--- src/rtl/pipe_hazard_ctrl.sv ---
`default_nettype none
// ---------------------------------------------------------------------------
// pipe_hazard_ctrl : pipeline hazard FSM (load-use, mispredict, syscall, imiss)
// Rev 1.0
// ---------------------------------------------------------------------------
module pipe_hazard_ctrl #(
  parameter int SYS_MIN_CYCLES = 3
) (
  input  logic        CLK,
  input  logic        RESET,
  input  logic        Mispredict_EX,
  input  logic [31:0] Mispredict_PC_EX,
  input  logic        Syscall_ID,
  input  logic        Syscall_Done_WB,
  input  logic        Load_Use_ID,
  input  logic        IMem_Ready,
  output logic        STALL_IF,
  output logic        STALL_DUMMY,
  output logic        FLUSH_DUMMY,
  output logic        STALL_ID,
  output logic        FLUSH_ID,
  output logic        Redirect_Valid,
  output logic [31:0] Redirect_PC,
  output logic [31:0] Stall_Cycles,
  output logic [31:0] Flush_Count
);

  localparam logic [2:0] ST_RUN      = 3'd0;
  localparam logic [2:0] ST_LDSTALL  = 3'd1;
  localparam logic [2:0] ST_FLUSH    = 3'd2;
  localparam logic [2:0] ST_SYS_WAIT = 3'd3;
  localparam logic [2:0] ST_IMISS    = 3'd4;

  localparam logic [3:0] SYS_LOAD = 4'(SYS_MIN_CYCLES - 1);
  localparam logic [31:0] SAT_MAX = 32'hFFFF_FFFF;

  logic [2:0]  state_q, state_d;
  logic [3:0]  cnt_q, cnt_d;
  logic        sticky_q, sticky_d;
  logic [31:0] rpc_q, rpc_d;
  logic [31:0] stall_cnt_q, stall_cnt_d;
  logic [31:0] flush_cnt_q, flush_cnt_d;

  always_comb begin
    state_d = ST_RUN;
    if (state_q == ST_SYS_WAIT) begin
      // A Done pulse on the final counted cycle is accepted as well as a sticky one.
      if (cnt_q == 4'd0 && (sticky_q || Syscall_Done_WB)) state_d = ST_RUN;
      else                                                state_d = ST_SYS_WAIT;
    end else if (Mispredict_EX)                       state_d = ST_FLUSH;
    else if (Syscall_ID)                              state_d = ST_SYS_WAIT;
    else if (Load_Use_ID && state_q == ST_RUN)        state_d = ST_LDSTALL;
    else if (!IMem_Ready)                             state_d = ST_IMISS;
    else                                              state_d = ST_RUN;
  end

  always_comb begin
    cnt_d       = cnt_q;
    sticky_d    = sticky_q;
    rpc_d       = rpc_q;
    stall_cnt_d = stall_cnt_q;
    flush_cnt_d = flush_cnt_q;

    if (state_q != ST_SYS_WAIT && state_d == ST_SYS_WAIT) begin
      cnt_d    = SYS_LOAD;
      sticky_d = 1'b0;
    end else if (state_q == ST_SYS_WAIT) begin
      if (state_d != ST_SYS_WAIT) begin
        sticky_d = 1'b0;
      end else begin
        if (cnt_q != 4'd0) cnt_d = cnt_q - 4'd1;
        if (Syscall_Done_WB) sticky_d = 1'b1;
      end
    end

    if (state_d == ST_FLUSH) begin
      rpc_d = Mispredict_PC_EX;
      if (flush_cnt_q != SAT_MAX) flush_cnt_d = flush_cnt_q + 32'd1;
    end

    if (state_q != ST_RUN && stall_cnt_q != SAT_MAX) stall_cnt_d = stall_cnt_q + 32'd1;
  end

  always_ff @(posedge CLK or negedge RESET) begin
    if (!RESET) begin
      state_q     <= ST_RUN;
      cnt_q       <= 4'd0;
      sticky_q    <= 1'b0;
      rpc_q       <= 32'd0;
      stall_cnt_q <= 32'd0;
      flush_cnt_q <= 32'd0;
    end else begin
      state_q     <= state_d;
      cnt_q       <= cnt_d;
      sticky_q    <= sticky_d;
      rpc_q       <= rpc_d;
      stall_cnt_q <= stall_cnt_d;
      flush_cnt_q <= flush_cnt_d;
    end
  end

  // Control strobes are decoded from the registered state only.
  always_comb begin
    STALL_IF       = 1'b0;
    STALL_DUMMY    = 1'b0;
    FLUSH_DUMMY    = 1'b0;
    STALL_ID       = 1'b0;
    FLUSH_ID       = 1'b0;
    Redirect_Valid = 1'b0;
    case (state_q)
      ST_LDSTALL, ST_SYS_WAIT: begin
        STALL_IF    = 1'b1;
        STALL_DUMMY = 1'b1;
        STALL_ID    = 1'b1;
        FLUSH_ID    = 1'b1;
      end
      ST_FLUSH: begin
        FLUSH_DUMMY    = 1'b1;
        FLUSH_ID       = 1'b1;
        Redirect_Valid = 1'b1;
      end
      ST_IMISS: begin
        STALL_IF    = 1'b1;
        FLUSH_DUMMY = 1'b1;
      end
      default: ;
    endcase
  end

  assign Redirect_PC  = rpc_q;
  assign Stall_Cycles = stall_cnt_q;
  assign Flush_Count  = flush_cnt_q;

endmodule
`default_nettype wire

--- config.mk ---
export PLATFORM = sky130hd
export DESIGN_NAME = pipe_hazard_ctrl
export DESIGN_NICKNAME = d
export VERILOG_FILES = /design/src/rtl/pipe_hazard_ctrl.sv
export SDC_FILE = /design/constraint.sdc
export NUM_CORES = 1
export LEC_CHECK = 0
export BUFFER_PORTS_ARGS = -buffer_cell sky130_fd_sc_hd__buf_2
export CAP_MARGIN = 20
export CELL_PAD_IN_SITES_DETAIL_PLACEMENT = 1
export CELL_PAD_IN_SITES_GLOBAL_PLACEMENT = 2
export CORE_MARGIN = 1
export CORE_UTILIZATION = 29
export DETAILED_ROUTE_END_ITERATION = 7
export PLACE_DENSITY_LB_ADDON = 0.1
export RECOVER_POWER = 50
export SLEW_MARGIN = 10
export SYNTH_ARGS = -nofsm -noshare
export SYNTH_HDL_FRONTEND = slang
export SYNTH_SLANG_ARGS = --single-unit
--- constraint.sdc ---
create_clock -name CLK -period 2.7 [get_ports CLK]
set_clock_uncertainty 0.2 [all_clocks]
set_input_delay 0.135 -clock CLK [delete_from_list [all_inputs] [get_ports CLK]]
set_output_delay 0.135 -clock CLK [all_outputs]
set_load 0.05 [all_outputs]
[Word-level counts from Yosys, hierarchy flattened]
Cells that the tools add are included.
Storage, ports and cells
  register bits after elaboration: 104
  bits in latches: 0
  bits in writable memories: 0
  bits in read-only memories: 0
  logic and storage cells: 58
  memories: 0
Operators by class
  $add $sub $neg: 3
  multipliers: 0
  divide/modulo/power cells: 0
  $lt $le $gt $ge: 0
  eq/ne operators: 11
  shift-type cells: 0
  muxes and demuxes: 19
  bitwise operators: 0
  reduce and logical (&&, ||, !) cells: 19
Operator list (number)
  $add 32x1->32 const B: 2
  $ne 32x32->1 const B: 2
  $mux 4: 4
  $mux 3: 5
  $eq 3x2->1 const B: 4
  $mux 1: 9
  $ne 3x2->1 const B: 2
  $reduce_bool 3->1: 2
  $reduce_or 3->1: 2
  $logic_and 1x1->1: 4
  $logic_not 4->1: 1
  $reduce_and 2->1: 2
  $reduce_bool 2->1: 2
  $reduce_bool 4->1: 1
  $reduce_or 2->1: 2
  $sub 4x1->4 const B: 1
  $eq 3x1->1 const B: 1
  $eq 3x3->1 const B: 1
  $logic_not 3->1: 1
  $reduce_and 3->1: 1
  $mux 2: 1
  $ne 2x2->1 const B: 1
  $logic_or 1x1->1: 1

[Depth between registers and ports, before layout]
Gate-level depths: netlist of the first run.
  depth in word-level cells: 10
  depth in mapped cells: 8

[Worst setup path after synthesis of the first run]
OpenSTA, ideal clock, no wires.
  path kind: reg2reg
  start: reg stall_cnt_q[0], in the netlist Stall_Cycles[0]
  end: reg stall_cnt_q[22], in the netlist Stall_Cycles[22]
  data arrival time: 2.161 ns
  data required time: 2.355 ns
  slack: 0.194 ns
  stages on the path, launching flop included: 9
  period minus slack after synthesis: 2.506 ns
  cells stage by stage: dfrtp_1 -> ha_1 -> and3_1 -> clkbuf_1 -> nand4_1 -> o31ai_4 -> buf_6 -> nor4_1 -> xor2_1
Between the ends
  word-level cells in the longest chain between the ends: 2
Ends and longest elaborated chain
  from (decl): RTL line 41  | logic [31:0] stall_cnt_q, stall_cnt_d;
  from (signal assigned): RTL line 97  | stall_cnt_q <= stall_cnt_d;
  branches (longest 2 deep; another with $add 32x1->32)
Parallel ways; which one is timed is not known.
A chain may end at the register's enable or synchronous reset.

[Worst setup path in the final report of the first run]
  start: reg state_q[2]
  end: reg state_q[2]
Between the ends
  word-level cells in the longest chain between the ends: 6
Ends and longest elaborated chain
  from (decl): RTL line 37  | logic [2:0] state_q, state_d;
  from (signal assigned): RTL line 93  | state_q <= state_d;
  $logic_not 3->1: RTL line 52  | else if (Load_Use_ID && state_q == ST_RUN) state_d = ST_LDSTALL;
  $logic_and 1x1->1: RTL line 52
  $mux 3: RTL line 52
  $mux 3: RTL line 51  | else if (Syscall_ID) state_d = ST_SYS_WAIT;
  $mux 3: RTL line 50  | end else if (Mispredict_EX) state_d = ST_FLUSH;
  $mux 3 (*): RTL line 46  | if (state_q == ST_SYS_WAIT) begin
  named net state_d[2]: RTL line 37
Mark *: on every way through the listed nets, which the timed path passes. The rest lies on a longest branch.

==> impl_metrics.py, run 1 <==
metrics = {
    "placement": {
        "place_inst": 835,
        "hpwl_um": 9680,
        "dp_slack_ps": 430,
        "numPortBuffers": 140,
        "globalplace.congestion": 0.733,
    },
    "synthesis": {
        "yosysMostFrequentCell": "nand2_1",
        "syn-instance-count": 490,
        "synth_edf_count": 0,
        "synth.distinct_cells": 46,
        "synth_nets": 533,
        "ys_top_cells_by_area": "dfrtp_1 (54%), nand2_1 (10%), xnor2_1 (6.1%)",
        "async_flop_share": 1.00,
        "netlist_top_cells_count": "nand2_1 (133), dfrtp_1 (104), xnor2_1 (34), xor2_1 (28), nand4_1 (27)",
        "syn_area_per_cell_um2": 9.92,
        "ys_ff_latch": 104,
        "yosysWarnings": 0,
        "yosysTopAreaCell": "dfrtp_1",
        "ys_seq_area_frac": 0.535,
        "synth_top_cell_area_share": 0.535,
        "netlist_area_mm2": 0.00486,
        "synth-main-ff-cell": "dfrtp_1",
    },
    "clocking": {
        "clk_latency_ps": 350,
        "cts_root_buf": "clkbuf_16",
        "clock_sinks": 104,
        "cts_hold_buf": 36,
        "cts_tree": "done",
        "clk_pin_slew_worst_paths_ps": 70,
        "htree_levels": 3,
        "cts_made_buffers": 9,
        "clk_path_buf_depth": 2,
        "cts_setup_buffers": 0,
        "cts_resized": 0,
    },
    "route": {
        "via_count": 4167,
        "avgRoutedWirePerCell_um": 15.4,
        "postRouteWirelength_um": 13600,
        "antenna_left": 0,
        "drc": 0,
        "dr.first_iter.drc_count": 109,
        "vias_per_cell": 4.70,
        "first_pass_iters": 4,
    },
    "critical_path": {
        "critPathCaptureType": "flop",
        "criticalPathCategory": "flop to flop",
        "required_ps": 2790,
        "path_max_fanout": 10,
        "cp.arrival_ps": 2470,
        "start_kind": "flop",
    },
    "final_layout": {
        "drive_above_1_share": 0.191,
        "final_cells": 886,
        "area_delta_synth_final_pct": 30.9,
        "diodes": 0,
        "layout.nets": 709,
    },
    "sta": {
        "grt_setup_unrepaired": "false",
        "drv_slew": 0,
        "period_share": 0.883,
        "setup_viol": 0,
        "max_freq_mhz": 420,
        "setup_ws_ps": 316,
        "hold_violations": 0,
        "fin_crit_ps": 2380,
        "worst_pin_slew_ps": 1480,
        "max_slew_margin": 0.0128,
        "final.setup.tns_ps": 0,
    },
    "global_route": {
        "grt_antenna_before_repair": 0,
        "grt_usage": 0.165,
        "grt_pass1_vias": 4398,
        "grt_start_max_net_pins": 105,
        "grt_overflow": 0,
        "grt_pass1_wl_um": 23000,
    },
    "floorplanning": {
        "core-area_mm2": 0.0161,
        "chipWidth_um": 131,
        "ioPinCount": 141,
        "die_area_mm2": 0.0173,
        "die_y_um": 131,
        "rows": 46,
        "start_util": 0.302,
    },
    "min_path": {
        "min_path_type": "primary input to flop",
    },
    "power_and_ir_drop": {
        "powerDensity_mw_per_mm2": 988,
        "p_leak_nw": 3.09,
        "irDropWorstVdd_v": 0.000720,
    },
    "outcome": {
        "outcome": "finished clean",
    },
    "run": {
        "cap_violations": 0,
    },
}
[where the power goes]
part / internal (mW) / leakage (nW) / total (mW) / switching [mW]
clock network: 0.736 / 0.145 / 1.32 / 0.586
registers: 1.94 / 1.36 / 2.26 / 0.323
logic: 0.592 / 1.58 / 2.71 / 2.12
total: 3.27 / 3.09 / 6.29 / 3.03
[worst max-delay path: stages (launching register included)]
cell and delay (ps):
dfrtp_1 500, and3b_1 320, or3_2 510, a211oi_1 230, dlygate4sd3_1 580
[cells in the final DEF (no fill, tap or decap), types with 2 or more instances in the layout]
| cell type | n |
|---|---|
| a21oi_1 | 5 |
| and2_1 | 3 |
| and3_1 | 10 |
| and4_1 | 9 |
| buf_2 | 88 |
| buf_4 | 8 |
| clkbuf_1 | 52 |
| clkbuf_16 | 9 |
| clkbuf_4 | 2 |
| clkinv_2 | 3 |
| dfrtp_1 | 104 |
| dlygate4sd3_1 | 36 |
| ha_1 | 4 |
| inv_1 | 3 |
| mux2_2 | 3 |
| nand2_1 | 133 |
| nand3_1 | 24 |
| nand4_1 | 27 |
| nor2_1 | 24 |
| nor2b_1 | 2 |
| nor3_1 | 19 |
| nor4_1 | 10 |
| o2111ai_1 | 2 |
| o21ai_0 | 2 |
| or3_1 | 3 |
| or3_2 | 2 |
| xnor2_1 | 34 |
| xor2_1 | 28 |
[final timing paths]
check,slack (ps),cells after the start,from,endpoint
hold reg to reg,270,2,Redirect_PC[26],Redirect_PC[26]
min in group asynchronous,610,3,RESET,Stall_Cycles[26]
setup / recovery,320,4,state_q[2],state_q[2]
setup reg to reg,320,4,state_q[2],state_q[2]
hold / removal,10,3,Syscall_ID,state_q[1]
max in group asynchronous,770,3,RESET,Flush_Count[6]
[area by class of cell]
type,instances,area [um^2]
clock buffer,11,243
clock inverter,4,45.0
fill,1954,9750
inverter,3,11.3
multi-input combinational,363,2130
sequential,104,2600
tap,216,270
timing repair buffer,185,1070
[through the flow]
step	utilization	area [um^2]	total power [mW]	hold slack (ps)
after floorplan	-	4860	4.36	-361
after global placement	0.360	5790	5.01	75.3
after detailed placement	0.360	5790	5.07	75.9
after CTS	0.400	6440	6.46	0.856
after global routing	0.395	6370	6.69	23.2
final	0.395	6370	6.29	14.9
[routing by layer]
layer / vias to the layer above / routed length [um] / GRT usage
li1: 2016 / - / -
met1: 2045 / 6350 / 0.217
met2: 95 / 6310 / 0.262
met3: 11 / 791 / 0.0440
met4: 0 / 193 / 0.0581
met5: - / 0 / 0
[logic make-up (layout without fill, tap and decap cells)]
family                     Yosys count  after routing  share of synthesized area
AOI/OAI and AO/OA                   15             15                     0.0234
and+or+nand+nor                    279            279                      0.285
xor gates and xnor gates            62             62                      0.112
DFF                                104            104                      0.535
adders and majority gates            4              4                     0.0103
buffers and inverters               23            203                     0.0273
muxes                                3              3                    0.00695
[registers in the layout, indices dropped and copies added (netlist names)]
name / cells
Flush_Count: 32
Redirect_PC: 32
sticky_q: 1
cnt_q: 4
Stall_Cycles: 32
state_q: 3
Note: power is estimated with default switching activity, not from simulation.
==> inputs of run 2 (changes only) <==
ABC_AREA = 1   (was default)
SKIP_LAST_GASP = 1   (was default)
==> run 2 against run 1 <==
Compared with the run above: sequential share of layout area fell by 6.5 points; clock-buffer cell count decreased by 2; first-iteration DRC count grew 36%; synthesized cell count is 76% higher; non-clock buffer count rose by 3; area after synthesis rose by 23%; flip-flop and latch count unchanged; largest cell class is now multi-input gates; clock power increased by 5%.
==> impl_metrics.py, run 2 <==
metrics = {
    "sta": {
        "drv_slew": 0,
        "max_freq_mhz": 421,
        "final.setup.tns_ps": 0,
        "fin_crit_ps": 2380,
        "max_slew_margin": 0.149,
        "worst_pin_slew_ps": 1280,
        "period_share": 0.880,
        "setup_viol": 0,
        "hold_violations": 0,
        "setup_ws_ps": 325,
        "grt_setup_unrepaired": "false",
    },
    "final_layout": {
        "layout_common_cells": "nand2_1 (489), nor2_1 (105), dfrtp_1 (104)",
        "drive_above_1_share": 0.130,
        "diodes": 0,
        "layout.nets": 1088,
        "final_common_cell": "nand2_1",
        "area_delta_synth_final_pct": 26.7,
        "final_core_utilization": 0.375,
    },
    "global_route": {
        "grt_pass1_wl_um": 32900,
        "grt_usage": 0.195,
        "grt_pass1_vias": 6243,
        "grt_antenna_before_repair": 0,
        "grt_overflow": 0,
        "grt_start_max_net_pins": 46,
    },
    "route": {
        "via_count": 5958,
        "first_pass_iters": 7,
        "postRouteWirelength_um": 19800,
        "antenna_left": 0,
        "dr.first_iter.drc_count": 148,
        "drc": 0,
        "avgRoutedWirePerCell_um": 15.0,
        "vias_per_cell": 4.51,
    },
    "synthesis": {
        "async_flop_share": 1.00,
        "ys_seq_area_frac": 0.436,
        "netlist_area_mm2": 0.00597,
        "ys_ff_latch": 104,
        "synth-main-ff-cell": "dfrtp_1",
        "yosysTopAreaCell": "dfrtp_1",
        "synth_top_cell_area_share": 0.436,
        "netlist_top_cells_count": "nand2_1 (489), nor2_1 (105), dfrtp_1 (104), inv_1 (29), nand3b_1 (27)",
        "synth.distinct_cells": 28,
        "synth_nets": 907,
        "syn_area_per_cell_um2": 6.90,
        "syn-instance-count": 864,
        "synth_edf_count": 0,
        "ys_top_cells_by_area": "dfrtp_1 (44%), nand2_1 (31%), nor2_1 (6.6%)",
        "yosysWarnings": 0,
        "yosysMostFrequentCell": "nand2_1",
    },
    "placement": {
        "hpwl_um": 14600,
        "dp_slack_ps": 304,
        "globalplace.congestion": 0.806,
        "numPortBuffers": 140,
    },
    "critical_path": {
        "crit_family": "simple AND/OR/NAND/NOR gates",
        "required_ps": 2730,
        "crit_buf_inv": 2,
        "path_max_fanout": 28,
        "start_kind": "flop",
        "max_stage_delay_ps": 490,
        "criticalPathCategory": "flop to flop",
        "cp.arrival_ps": 2400,
        "worst_path_max_delay_cell": "dfrtp_1",
        "path_cells": "ha_1, inv_1, nor2_4, nand2_2, nor2_4, nand2_4, nand2_4, inv_2, nand2_1, o21ai_0",
        "critPathCaptureType": "flop",
    },
    "outcome": {
        "outcome": "finished clean",
    },
    "floorplanning": {
        "start_util": 0.296,
        "rows": 52,
        "core-area_mm2": 0.0202,
        "die_area_mm2": 0.0211,
        "chipWidth_um": 145,
        "ioPinCount": 141,
        "die_y_um": 145,
    },
    "clocking": {
        "cts_hold_buf": 37,
        "cts_setup_buffers": 0,
        "clk_path_buf_depth": 2,
        "cts_made_buffers": 9,
        "cts_tree": "done",
        "cts_root_buf": "clkbuf_16",
        "cts_resized": 0,
        "htree_levels": 3,
        "clk_pin_slew_worst_paths_ps": 80,
        "clk_latency_ps": 360,
        "clock_sinks": 104,
    },
    "power_and_ir_drop": {
        "powerDensity_mw_per_mm2": 859,
        "irDropWorstVdd_v": 0.000456,
        "p_leak_nw": 3.77,
    },
    "min_path": {
        "min_path_type": "primary input to flop",
    },
    "run": {
        "cap_violations": 0,
    },
}
## run 2: cell types whose count changed after synthesis, moves of 11 or more
cell,delta
xor2_1,-15
nand3_1,-11
inv_1,+26
nand3b_1,+26
nor2_1,+81
nor3_1,-18
nand4_1,-19
nand2_1,+356
xnor2_1,-17
## run 2: layout make-up
cell class	instances	area (um^2)
multi-input cells	709	3090
fillers	2640	12600
flip-flops and latches	104	2600
repair buffers	188	1100
clock inverters	7	80.1
well taps	270	338
clock buffers	9	225
inverters	33	124
## run 2: worst paths after layout
check	startpoint	end	slack (ps)	cells after the start
worst max-delay path	Flush_Count[0]	Flush_Count[12]	320	10
worst min-delay path	Mispredict_EX	state_q[0]	30	4
worst max register to register	Flush_Count[0]	Flush_Count[12]	320	10
worst min register to register	Redirect_PC[20]	Redirect_PC[20]	280	2
max in group asynchronous	RESET	Flush_Count[23]	500	3
min in group asynchronous	RESET	state_q[1]	390	2
## run 2: kinds of logic (layout without fill, tap and decap cells)
| group | count (synthesis) | after routing | share of synthesized area |
|---|---|---|---|
| simple gates | 659 | 659 | 0.451 |
| compound gates | 16 | 16 | 0.0145 |
| flops | 104 | 104 | 0.436 |
| xor+xnor | 30 | 30 | 0.0440 |
| buf+inv | 51 | 237 | 0.0455 |
| fa+ha+maj | 4 | 4 | 0.00839 |
## run 2: worst register-to-register path: stages, from the launching register on
cell and delay [ps]:
dfrtp_1 490, ha_1 260, inv_1 90, nor2_4 150, nand2_2 100, nor2_4 170
nand2_4 90, nand2_4 210, inv_2 270, nand2_1 130, o21ai_0 80
## run 2: layer usage
| layer | part of all wire | global-route usage |
|---|---|---|
| met4 | 0.014 | 0.0532 |
| met3 | 0.032 | 0.0301 |
| met5 | 0 | 0 |
| met2 | 0.47 | 0.334 |
| met1 | 0.48 | 0.255 |
## run 2: metrics by stage
step           hold slack, ps  power (mW)  cell area, um^2  std cells
2_1_floorplan            -361        4.44             5970        864
3_3_place_gp             20.9        5.16             6970       1267
3_5_place_dp             29.9        5.19             6970       1267
4_1_cts                  20.1        6.68             7640       1320
5_1_grt                  69.3        6.90             7560       1320
6_report                 31.2        6.50             7560       1320
## run 2: report_power, final
group          switching (mW)  internal (mW)
combinational            2.25          0.621
clock                   0.725          0.665
sequential              0.328           1.91
total                    3.30           3.20
==> inputs of run 3 (changes only) <==
CORE_ASPECT_RATIO = 0.75   (was default)
RECOVER_POWER = 100   (was 50)
==> run 3 against run 2 <==
Compared with the run above: setup slack improved by 16 ps; register-to-register slack better by 20 ps; combinational power shrank 1%; total power down 1.9%; maximum frequency up 0.68%; clock power decreased by 5%; final cell count fell by 0.61%; first-iteration DRC count up 110%; via count is 0.54% lower; sequential power about the same.
==> impl_metrics.py, run 3 (synthesized netlist as in run 2, its figures left out) <==
metrics = {
    "critical_path": {
        "crit_family": "simple AND/OR/NAND/NOR gates",
        "worst_path_max_delay_cell": "dfrtp_1",
        "cp.arrival_ps": 2400,
        "path_max_fanout": 30,
        "reg2reg_from": "Stall_Cycles[1]",
        "required_ps": 2740,
        "critPathCaptureType": "flop",
        "criticalPathCategory": "flop to flop",
        "path_cells": "ha_1, inv_1, nor2_4, nand2_1, nor2_4, nand2_1, nand2_4, inv_2, nand2_1, nand2_1",
        "cp_common_cell": "nand2_1",
        "timing.rr.end": "Stall_Cycles[12]",
        "regToRegSetupSlack_ps": 340,
        "rr_worst_depth": 10,
        "crit_buf_inv": 2,
        "max_stage_delay_ps": 410,
        "start_kind": "flop",
    },
    "placement": {
        "numPortBuffers": 140,
        "globalplace.congestion": 0.802,
        "hpwl_um": 14800,
    },
    "min_path": {
        "hold_start": "Syscall_ID",
        "worstHoldEndpoint": "sticky_q",
        "min_path_type": "primary input to flop",
        "worstHoldPathCells": 4,
    },
    "final_layout": {
        "final_core_utilization": 0.370,
        "area_delta_synth_final_pct": 25.2,
        "multi_input_area_mm2": 0.00308,
        "fillerInstances": 2677,
        "layout.nets": 1092,
        "ff_latch_area_mm2": 0.00260,
        "final_common_cell": "nand2_1",
        "drive_above_1_share": 0.0806,
        "diodes": 0,
        "layout_common_cells": "nand2_1 (490), nor2_1 (106), dfrtp_1 (104)",
    },
    "clocking": {
        "cts_setup_buffers": 0,
        "cts_hold_buf": 36,
        "clk_pin_slew_worst_paths_ps": 70,
        "clock_sinks": 104,
        "cts_tree": "done",
        "clk_path_buf_depth": 2,
        "cts_resized": 0,
        "htree_levels": 3,
        "cts_made_buffers": 9,
        "cts_root_buf": "clkbuf_16",
        "clk_latency_ps": 350,
    },
    "route": {
        "drc": 0,
        "avgRoutedWirePerCell_um": 15.0,
        "first_pass_iters": 6,
        "vias_per_cell": 4.52,
        "via_count": 5926,
        "antenna_left": 0,
        "postRouteWirelength_um": 19600,
        "dr.first_iter.drc_count": 315,
    },
    "global_route": {
        "busiest_layer": "met1",
        "grtUsageMet1": 0.303,
        "use_met3": 0.0412,
        "grt_antenna_before_repair": 0,
        "grt_start_max_net_pins": 37,
        "grt_overflow": 0,
        "grt_pass1_wl_um": 32600,
        "grt_usage": 0.196,
        "met2_usage": 0.279,
        "grt_pass1_vias": 5870,
    },
    "outcome": {
        "outcome": "finished clean",
    },
    "sta": {
        "hold_violations": 0,
        "fin_crit_ps": 2360,
        "worst_pin_slew_ps": 985,
        "final.setup.tns_ps": 0,
        "setup_viol": 0,
        "grt_setup_unrepaired": "false",
        "period_share": 0.874,
        "max_freq_mhz": 424,
        "max_slew_margin": 0.344,
        "drv_slew": 0,
    },
    "power_and_ir_drop": {
        "powerDensity_mw_per_mm2": 854,
        "irDropWorstVdd_v": 0.000445,
        "p_leak_nw": 3.57,
    },
    "floorplanning": {
        "rows": 45,
        "core-area_mm2": 0.0202,
        "die_area_mm2": 0.0212,
        "die_y_um": 126,
        "start_util": 0.295,
        "chipWidth_um": 168,
        "ioPinCount": 141,
    },
    "run": {
        "cap_violations": 0,
    },
}
==> run 3: stage by stage <==
step	hold WS [ps]	cells	worst slack, ps	instance area (um^2)	power (mW)
detailed placement	-45.1	1260	402	6980	5.17
CTS	21.0	1312	385	7630	6.59
floorplan	-361	864	452	5970	4.44
finish	38.8	1312	341	7470	6.38
global placement	-36.8	1260	438	6980	5.16
global route	65.0	1312	95.1	7470	6.81
==> run 3: final cells by class <==
| cell class | instances | area share |
|---|---|---|
| Timing Repair Buffer | 192 | 0.141 |
| Sequential cell | 104 | 0.348 |
| Clock inverter | 6 | 0.00670 |
| Multi-Input combinational cell | 709 | 0.412 |
| Tap cell | 258 | 0.0432 |
| Clock buffer | 10 | 0.0320 |
| Inverter | 33 | 0.0166 |
==> run 3: power by group <==
part           switching (mW)  internal [mW]
clock                   0.655          0.665
combinational            2.24          0.588
sequential              0.315           1.91
total                    3.21           3.17
==> run 3: worst min-delay path, cell delays in order <==
cell and delay [ps]:
buf_2 110, nand3_1 170, nand2_1 100, a21oi_1 40
==> run 3: worst max path at each step <==
stage,startpoint,endpoint,slack (ps),cells after the start
final,Stall_Cycles[1],Stall_Cycles[12],340,10
after global routing,Stall_Cycles[1],Stall_Cycles[18],100,10
after CTS,Stall_Cycles[1],Stall_Cycles[13],380,10
after detailed placement,Stall_Cycles[1],Stall_Cycles[13],400,10
after global placement,Stall_Cycles[1],Stall_Cycles[13],440,10
after floorplan,Stall_Cycles[0],Stall_Cycles[13],450,11
==> run 3: metal layers <==
metal  vias to the layer above  share of wire
li1                       3033              -
met1                      2749           0.55
met2                       138           0.40
met3                         6          0.048
met4                         0         0.0036
met5                         -              0
